[src/rtl/mem_arbiter.sv]
// rtl/mem_arbiter.sv - shared instruction/data memory port arbiter
// Data accesses win over fetches; every access is bounded by a TIMEOUT-cycle ack watchdog.
module mem_arbiter #(
  parameter int TIMEOUT = 15
) (
  input  logic        clk,
  input  logic        rst,
  input  logic        if_req,
  input  logic [31:0] if_addr,
  input  logic        if_flush,
  input  logic        d_read,
  input  logic        d_write,
  input  logic [31:0] d_addr,
  input  logic [31:0] d_wdata,
  input  logic [31:0] mem_rdata,
  input  logic        mem_ack,
  output logic        mem_en,
  output logic        mem_we,
  output logic [31:0] mem_addr,
  output logic [31:0] mem_wdata,
  output logic [31:0] if_rdata,
  output logic        if_ready,
  output logic [31:0] d_rdata,
  output logic        d_ready,
  output logic        stall_mem,
  output logic        PCwrite,
  output logic        if_id_write,
  output logic        err
);
  localparam int CNT_W = (TIMEOUT > 1) ? $clog2(TIMEOUT) : 1;

  typedef enum logic [1:0] {
    IDLE  = 2'd0,
    DATA  = 2'd1,
    FETCH = 2'd2
  } state_t;

  state_t             r_state;
  state_t             w_next_state;
  logic [CNT_W-1:0]   r_wait_cnt;
  logic               r_fetch_dropped;
  logic               r_mem_en;
  logic               r_mem_we;
  logic [31:0]        r_mem_addr;
  logic [31:0]        r_mem_wdata;
  logic [31:0]        r_if_rdata;
  logic               r_if_ready;
  logic [31:0]        r_d_rdata;
  logic               r_d_ready;
  logic               r_err;

  logic w_start_data;
  logic w_start_fetch;
  logic w_ack_done;
  logic w_abort;
  logic w_timeout;
  logic w_stall;
  logic w_pc_write;

  assign w_timeout  = (r_wait_cnt == CNT_W'(TIMEOUT - 1));
  assign w_stall    = (d_read | d_write) & ~r_d_ready;
  assign w_pc_write = r_if_ready & ~w_stall & ~if_flush;

  // A data request still visible during its own d_ready cycle is the one just served.
  always_comb begin
    w_next_state  = r_state;
    w_start_data  = 1'b0;
    w_start_fetch = 1'b0;
    w_ack_done    = 1'b0;
    w_abort       = 1'b0;
    case (r_state)
      IDLE: begin
        if ((d_read | d_write) & ~r_d_ready) begin
          w_next_state = DATA;
          w_start_data = 1'b1;
        end else if (if_req & ~r_if_ready & ~if_flush) begin
          w_next_state  = FETCH;
          w_start_fetch = 1'b1;
        end
      end
      DATA, FETCH: begin
        if (mem_ack) begin
          w_next_state = IDLE;
          w_ack_done   = 1'b1;
        end else if (w_timeout) begin
          w_next_state = IDLE;
          w_abort      = 1'b1;
        end
      end
      default: w_next_state = IDLE;
    endcase
  end

  always_ff @(posedge clk) begin
    if (rst) r_state <= IDLE;
    else     r_state <= w_next_state;
  end

  always_ff @(posedge clk) begin
    if (rst) begin
      r_wait_cnt      <= '0;
      r_fetch_dropped <= 1'b0;
      r_mem_en        <= 1'b0;
      r_mem_we        <= 1'b0;
      r_mem_addr      <= '0;
      r_mem_wdata     <= '0;
      r_if_rdata      <= '0;
      r_if_ready      <= 1'b0;
      r_d_rdata       <= '0;
      r_d_ready       <= 1'b0;
      r_err           <= 1'b0;
    end else begin
      r_d_ready <= 1'b0;
      if (w_pc_write || if_flush) r_if_ready <= 1'b0;
      if (if_flush) r_fetch_dropped <= 1'b1;
      if ((r_state != IDLE) && !mem_ack && !w_timeout) r_wait_cnt <= r_wait_cnt + 1'b1;
      if (w_start_data) begin
        r_mem_en    <= 1'b1;
        r_mem_we    <= d_write;
        r_mem_addr  <= d_addr;
        r_mem_wdata <= d_wdata;
        r_wait_cnt  <= '0;
      end
      if (w_start_fetch) begin
        r_mem_en        <= 1'b1;
        r_mem_we        <= 1'b0;
        r_mem_addr      <= if_addr;
        r_wait_cnt      <= '0;
        r_fetch_dropped <= 1'b0;
      end
      if (w_ack_done || w_abort) begin
        r_mem_en <= 1'b0;
        r_mem_we <= 1'b0;
      end
      if (w_ack_done && (r_state == DATA)) begin
        r_d_ready <= 1'b1;
        if (!r_mem_we) r_d_rdata <= mem_rdata;
      end
      if (w_ack_done && (r_state == FETCH) && !r_fetch_dropped && !if_flush) begin
        r_if_rdata <= mem_rdata;
        r_if_ready <= 1'b1;
      end
      if (w_abort) begin
        r_err <= 1'b1;
        if (r_state == DATA) begin
          r_d_ready <= 1'b1;
          r_d_rdata <= '0;
        end
      end
    end
  end

  assign mem_en      = r_mem_en;
  assign mem_we      = r_mem_we;
  assign mem_addr    = r_mem_addr;
  assign mem_wdata   = r_mem_wdata;
  assign if_rdata    = r_if_rdata;
  assign if_ready    = r_if_ready;
  assign d_rdata     = r_d_rdata;
  assign d_ready     = r_d_ready;
  assign err         = r_err;
  assign stall_mem   = w_stall;
  assign PCwrite     = w_pc_write;
  assign if_id_write = w_pc_write;
endmodule

[config.mk]
export PLATFORM = sky130hd
export DESIGN_NAME = mem_arbiter
export DESIGN_NICKNAME = d
export VERILOG_FILES = /design/src/rtl/mem_arbiter.sv
export SDC_FILE = /design/constraint.sdc
export NUM_CORES = 1
export LEC_CHECK = 0
export BUFFER_PORTS_ARGS = -buffer_cell sky130_fd_sc_hd__buf_2
export CORE_MARGIN = 3
export CORE_UTILIZATION = 40
export DETAILED_ROUTE_END_ITERATION = 8
export GPL_TIMING_DRIVEN = 0
export PLACE_DENSITY = 0.72
export SYNTH_ARGS = -nofsm -noshare
export SYNTH_HDL_FRONTEND = slang
export SYNTH_SLANG_ARGS = --single-unit
[constraint.sdc]
create_clock -name clk -period 2.4 [get_ports clk]
set_input_delay 0.12 -clock clk [delete_from_list [all_inputs] [get_ports clk]]
set_output_delay 0.12 -clock clk [all_outputs]
set_load 0.02 [all_outputs]
After elaboration in Yosys (flattened, before gate mapping)
Cells that the tools add are included.
Widths: inputs -> output; s select.

cells by class
  divide/modulo/power cells = 0
  magnitude comparators = 0
  shift-type cells = 0
  muxes and demuxes = 28
  bitwise operators = 10
  reduce and logical (&&, ||, !) cells = 22
  $mul = 0
  add/subtract/negate cells = 1
  equality and inequality tests = 5

operators with widths
  operator             number
  $mux 32              6
  $mux 1               17
  $mux 2               4
  $logic_and 1x1->1    6
  $ne 3x3->1 const B   2
  $reduce_bool 2->1    3
  $reduce_or 2->1      3
  $reduce_or 3->1      2
  $and 1x1->1          5
  $add 4x1->4 const B  1
  $eq 4x4->1 const B   1
  $logic_not 1->1      4
  $not 1->1            4
  $pmux 2 s2           1
  $eq 2x1->1 const B   1
  $eq 2x2->1 const B   1
  $logic_not 2->1      1
  $logic_or 1x1->1     2
  $reduce_and 2->1     1
  $or 1x1->1           1

storage, ports and cells
  RAM bits = 0
  memories = 0
  register bits after elaboration = 140
  latch bits = 0
  output and inout bits = 136
  word-level logic and storage cells = 78
  memory bits (read-only) = 0

Longest topological paths before layout
  word-level depth = 8
  gate-level depth with buffers = 7
  depth with buffers taken out = 5

Least setup slack after synthesis
No wires, ideal clock.

  path kind = reg2reg
  start = register r_state[0]
  end = register r_wait_cnt[2]
  library setup time = 0.060 ns
  cell stages (with the launch flop) = 7
  clock period less this slack = 1.646 ns
  path buffers = 1
  required time = 2.340 ns
  data arrival time = 1.586 ns
  path slack = 0.754 ns
  cells stage by stage = dfxtp_1 > inv_1 > ha_1 > and2b_1 > a211oi_4 > buf_6 > and3b_1

on the way
  word-level cells in the longest chain between the ends = 3
  elaborated cells between the ends (all ways) = 7
  classes of those cells = mux (2); reduce/logical (5)

RTL lines
  what                                                                   line     source
  start: declaration                                                     38       state_t r_state;
  start signal: assignment                                               96       else r_state <= w_next_state;
  $logic_not 2->1 / $reduce_bool 2->1 (equally long branches)            71, 116
  $mux 1 / $logic_and 1x1->1 (equally long branches)                     71, 116
  $reduce_or 3->1 (no line) / $logic_and 1x1->1 (equally long branches)  n/a
  end signal: assignment                                                 116      if ((r_state != IDLE) && !mem_ack && !w_timeout) r_wait_cnt <= r_wait_cnt + 1'b1;
  end: declaration                                                       40       logic [CNT_W-1:0] r_wait_cnt;

Parallel ways exist; a longest one is shown, timed or not.
A chain may end at the register's enable or synchronous reset.

Worst setup path after layout
  start = register r_state[1]
  end = register r_d_rdata[26], in the netlist d_rdata[26]

on the way
  word-level cells in the longest chain between the ends = 7
  elaborated cells between the ends (all ways) = 9
  classes of those cells = eq/ne (2); mux (5); reduce/logical (2)

RTL lines
  what                                             line          source
  $eq 2x1->1 / $eq 2x2->1 (equally long branches)  71, 135, 145
  $reduce_or 2->1                                  71            case (r_state)
  $mux 1                                           71
  $logic_and 1x1->1                                135           if (w_ack_done && (r_state == DATA)) begin
  $mux 32                                          135
  $mux 32                                          145           if (r_state == DATA) begin
  $mux 32 *                                        143           if (w_abort) begin
  end signal: assignment                           137           if (!r_mem_we) r_d_rdata <= mem_rdata;
  end: declaration                                 48            logic [31:0] r_d_rdata;

Every way passes the cells marked *; elsewhere a longest branch is shown, timed or not.

==> results.json <==
{
  "outcome": "completed",
  "synth-compound-area-share_pct": 23.2,
  "yosys_warnings": 0,
  "cts_setup_buffers": 0,
  "cts.sink_count": 140,
  "yosysTopAreaCellShare_pct": 50.0,
  "placed_area_mm2": 0.00717,
  "synthesis.nets": 761,
  "drtIter0Drc": 438,
  "grt-ovfl-total": 0,
  "max-clock-path-buffers": 2,
  "ir_worst_vdd_uv": 590,
  "p_per_area_mw_per_mm2": 806,
  "final-hold-violation-count": 0,
  "leakagePower_uw": 0.00397,
  "syn_inst": 621,
  "critPathSlowestCell": "ha_1",
  "slew_headroom_pct": 64.0,
  "use_met2_pct": 42.7,
  "ys_top_cells_by_count": "dfxtp_1, a21oi_1, nand3_1, nand2_1, o21ai_0",
  "viasPerCell": 5.32,
  "met1_usage_pct": 29.3,
  "cts_resized": 0,
  "cts-root-buf": "clkbuf_16",
  "cts_max_level": 4,
  "die_h_um": 124,
  "grt_pass1_wl_um": 32300,
  "drv_slew": 0,
  "synth_area_leader_cell": "dfxtp_1",
  "clkLatencyLatePin_ns": 0.41,
  "ys_async_sr_fraction_pct": 0,
  "setup_viol": 0,
  "yosysMostFrequentCell": "dfxtp_1",
  "fin_crit_sh_pct": 85.3,
  "ant_nets": 0,
  "rsz0062_at_grt": "no",
  "crit_family": "buffers and inverters",
  "fp.dieArea_mm2": 0.0155,
  "io_pins": 271,
  "synth_top_family_by_area": "compound AO/OA/AOI/OAI gates",
  "vias": 6354,
  "antenna_found_initial": 0,
  "synthAdderAreaFrac_pct": 1.12,
  "grt_usage_pct": 25.3,
  "io_buffers": 269,
  "min-delay-path-class": "in -> reg",
  "synth_mux_area_share_pct": 0,
  "fin_crit_ns": 2.05,
  "numCtsBuffers": 17,
  "cp_data_required_time_ns": 2.68,
  "synth_ff_type": "dfxtp_1",
  "initial_core_util_pct": 41.7,
  "path_cells": "inv_1 -> ha_1 -> nor2b_1 -> a31o_2 -> clkbuf_1 -> a21oi_1",
  "cap_violations": 0,
  "avgSynthCellArea_um2": 9.03,
  "num_rows": 42,
  "drc": 0,
  "synthXorXnorAreaFrac_pct": 0.156,
  "grt_max_degree": 17,
  "cp_max_fo": 10,
  "fmax_ghz": 0.488,
  "synth-seq-area-share_pct": 50.0,
  "tritoncts": "built",
  "drive_gt1_share_pct": 33.5,
  "synth_area_mm2": 0.00561,
  "cp-start-kind": "register",
  "synth_simple_gate_area_share_pct": 19.5,
  "synth_cell_types": 48,
  "grt_pass1_vias": 6393,
  "synth_edf_count": 0,
  "dieWidth_um": 124,
  "fin_area_mm2": 0.00872,
  "criticalPathCategory": "reg -> reg",
  "dp_hpwl_um": 13600,
  "tns_ns": 0,
  "num-nets-final": 1146,
  "coreArea_mm2": 0.0135,
  "grt.busiest_layer": "met2",
  "synth_area_leaders": "dfxtp_1, a21oi_1, nand3_1",
  "ys_ff_latch": 140,
  "gp_congestion": 0.850,
  "slowest_delay_ns": 0.39,
  "area_growth_pct": 55.5,
  "skew_ns": 0.00648,
  "crit_buf_inv": 2,
  "arrival_ns": 2.33,
  "cts.clk_slew.worst_paths_ns": 0.06,
  "worst_pin_slew_ns": 0.538,
  "drt_wl_total_um": 20100,
  "post_drt_wl_per_cell_um": 16.8,
  "dr.pass1.iters": 5,
  "grtUsageMet3_pct": 6.30,
  "cp-end-kind": "register"
}
-- sequential cells by signal (all words and copies together), names as in the netlist --
register,flops
d_rdata,32
d_ready,1
err,1
if_rdata,32
if_ready,1
mem_addr,32
mem_en,1
mem_wdata,32
mem_we,1
r_fetch_dropped,1
r_state,2
r_wait_cnt,4
-- placed cells by master, fill, tap and decap left out, types with 4 or more instances in the layout --
master,Yosys,final
nand2b_1,4,4
clkbuf_16,0,17
nand3_1,66,66
a221o_1,21,21
a21oi_1,100,100
dlygate4sd3_1,0,97
clkbuf_1,36,40
nor2_1,5,5
dfxtp_1,140,140
o21ai_0,59,59
o21ai_1,5,5
a221o_2,11,11
clkinv_2,0,6
and4_1,32,32
ha_1,5,5
buf_2,15,284
nand2_1,65,65
buf_6,8,8
inv_1,6,6
-- worst paths after layout --
path / cells past startpoint / start / slack, ns / to
worst min-delay path: 3 / d_addr[1] / 0.05 / mem_addr[1]
worst min register to register: 2 / d_rdata[7] / 0.45 / d_rdata[7]
worst max register to register: 6 / r_state[1] / 0.35 / d_rdata[26]
worst max-delay path: 6 / r_state[1] / 0.35 / d_rdata[26]
-- power by group --
group / total [µW] / switching (µW) / leakage, µW / internal (µW)
clock: 2590 / 949 / 0.000287 / 1640
combinational: 1740 / 1060 / 0.00254 / 680
sequential: 2690 / 125 / 0.00114 / 2570
total: 7030 / 2140 / 0.00397 / 4890
-- repair_timing --
| action | 4_1_cts | 5_1_grt |
|---|---|---|
| hold endpoints to repair | 128 | 0 |
| endpoints found under the setup margin | 0 | 0 |
| hold buffers | 97 | 0 |
-- cell families after synthesis --
| logic type | count (synthesis) |
|---|---|
| adders and majority gates | 5 |
| DFF | 140 |
| xor gates and xnor gates | 1 |
| buffers and inverters | 69 |
| AOI/OAI and AO/OA | 212 |
| and+or+nand+nor | 194 |
-- routing by layer --
| metal | vias up | share of wire (%) |
|---|---|---|
| met5 | - | 0 |
| met4 | 0 | 4.2 |
| met3 | 67 | 6.5 |
| met2 | 287 | 50 |
| met1 | 2956 | 39 |
| li1 | 3044 | - |
-- metrics by stage --
stage | hold WS (ns) | utilization [%] | setup WS, ns | instances | total power (µW)
global route | 0.0561 | 64.8 | 0.217 | 1194 | 7360
CTS | 0.0343 | 64.8 | 0.342 | 1194 | 7040
global placement | 0.341 | 53.3 | 0.415 | 1066 | 4310
floorplan | 0.255 | - | 0.754 | 621 | 3730
detailed placement | 0.346 | 53.3 | 0.364 | 1066 | 4330
finish | 0.0484 | 64.8 | 0.352 | 1195 | 7030
-- area by class of cell --
type,count,area (µm²)
inverter,6,22.5
antenna,1,2.50
timing repair buffer,366,2320
clock inverter,9,120
multi-input combinational,412,2460
clock buffer,22,454
sequential,140,2800
buffer,63,319
tap,176,220
fill,1155,4730
-- worst reg2reg max path: cells and delay by family, from the launching register on --
kind | cells | cell delay [ns]
flip-flops | 1 | 0.36
adder cells (fa/ha/maj) | 1 | 0.39
AO/OA/AOI/OAI | 2 | 0.40
AND/OR/NAND/NOR | 1 | 0.31
buffers and inverters | 2 | 0.45
No activity file was read; power rests on OpenSTA's default activity.
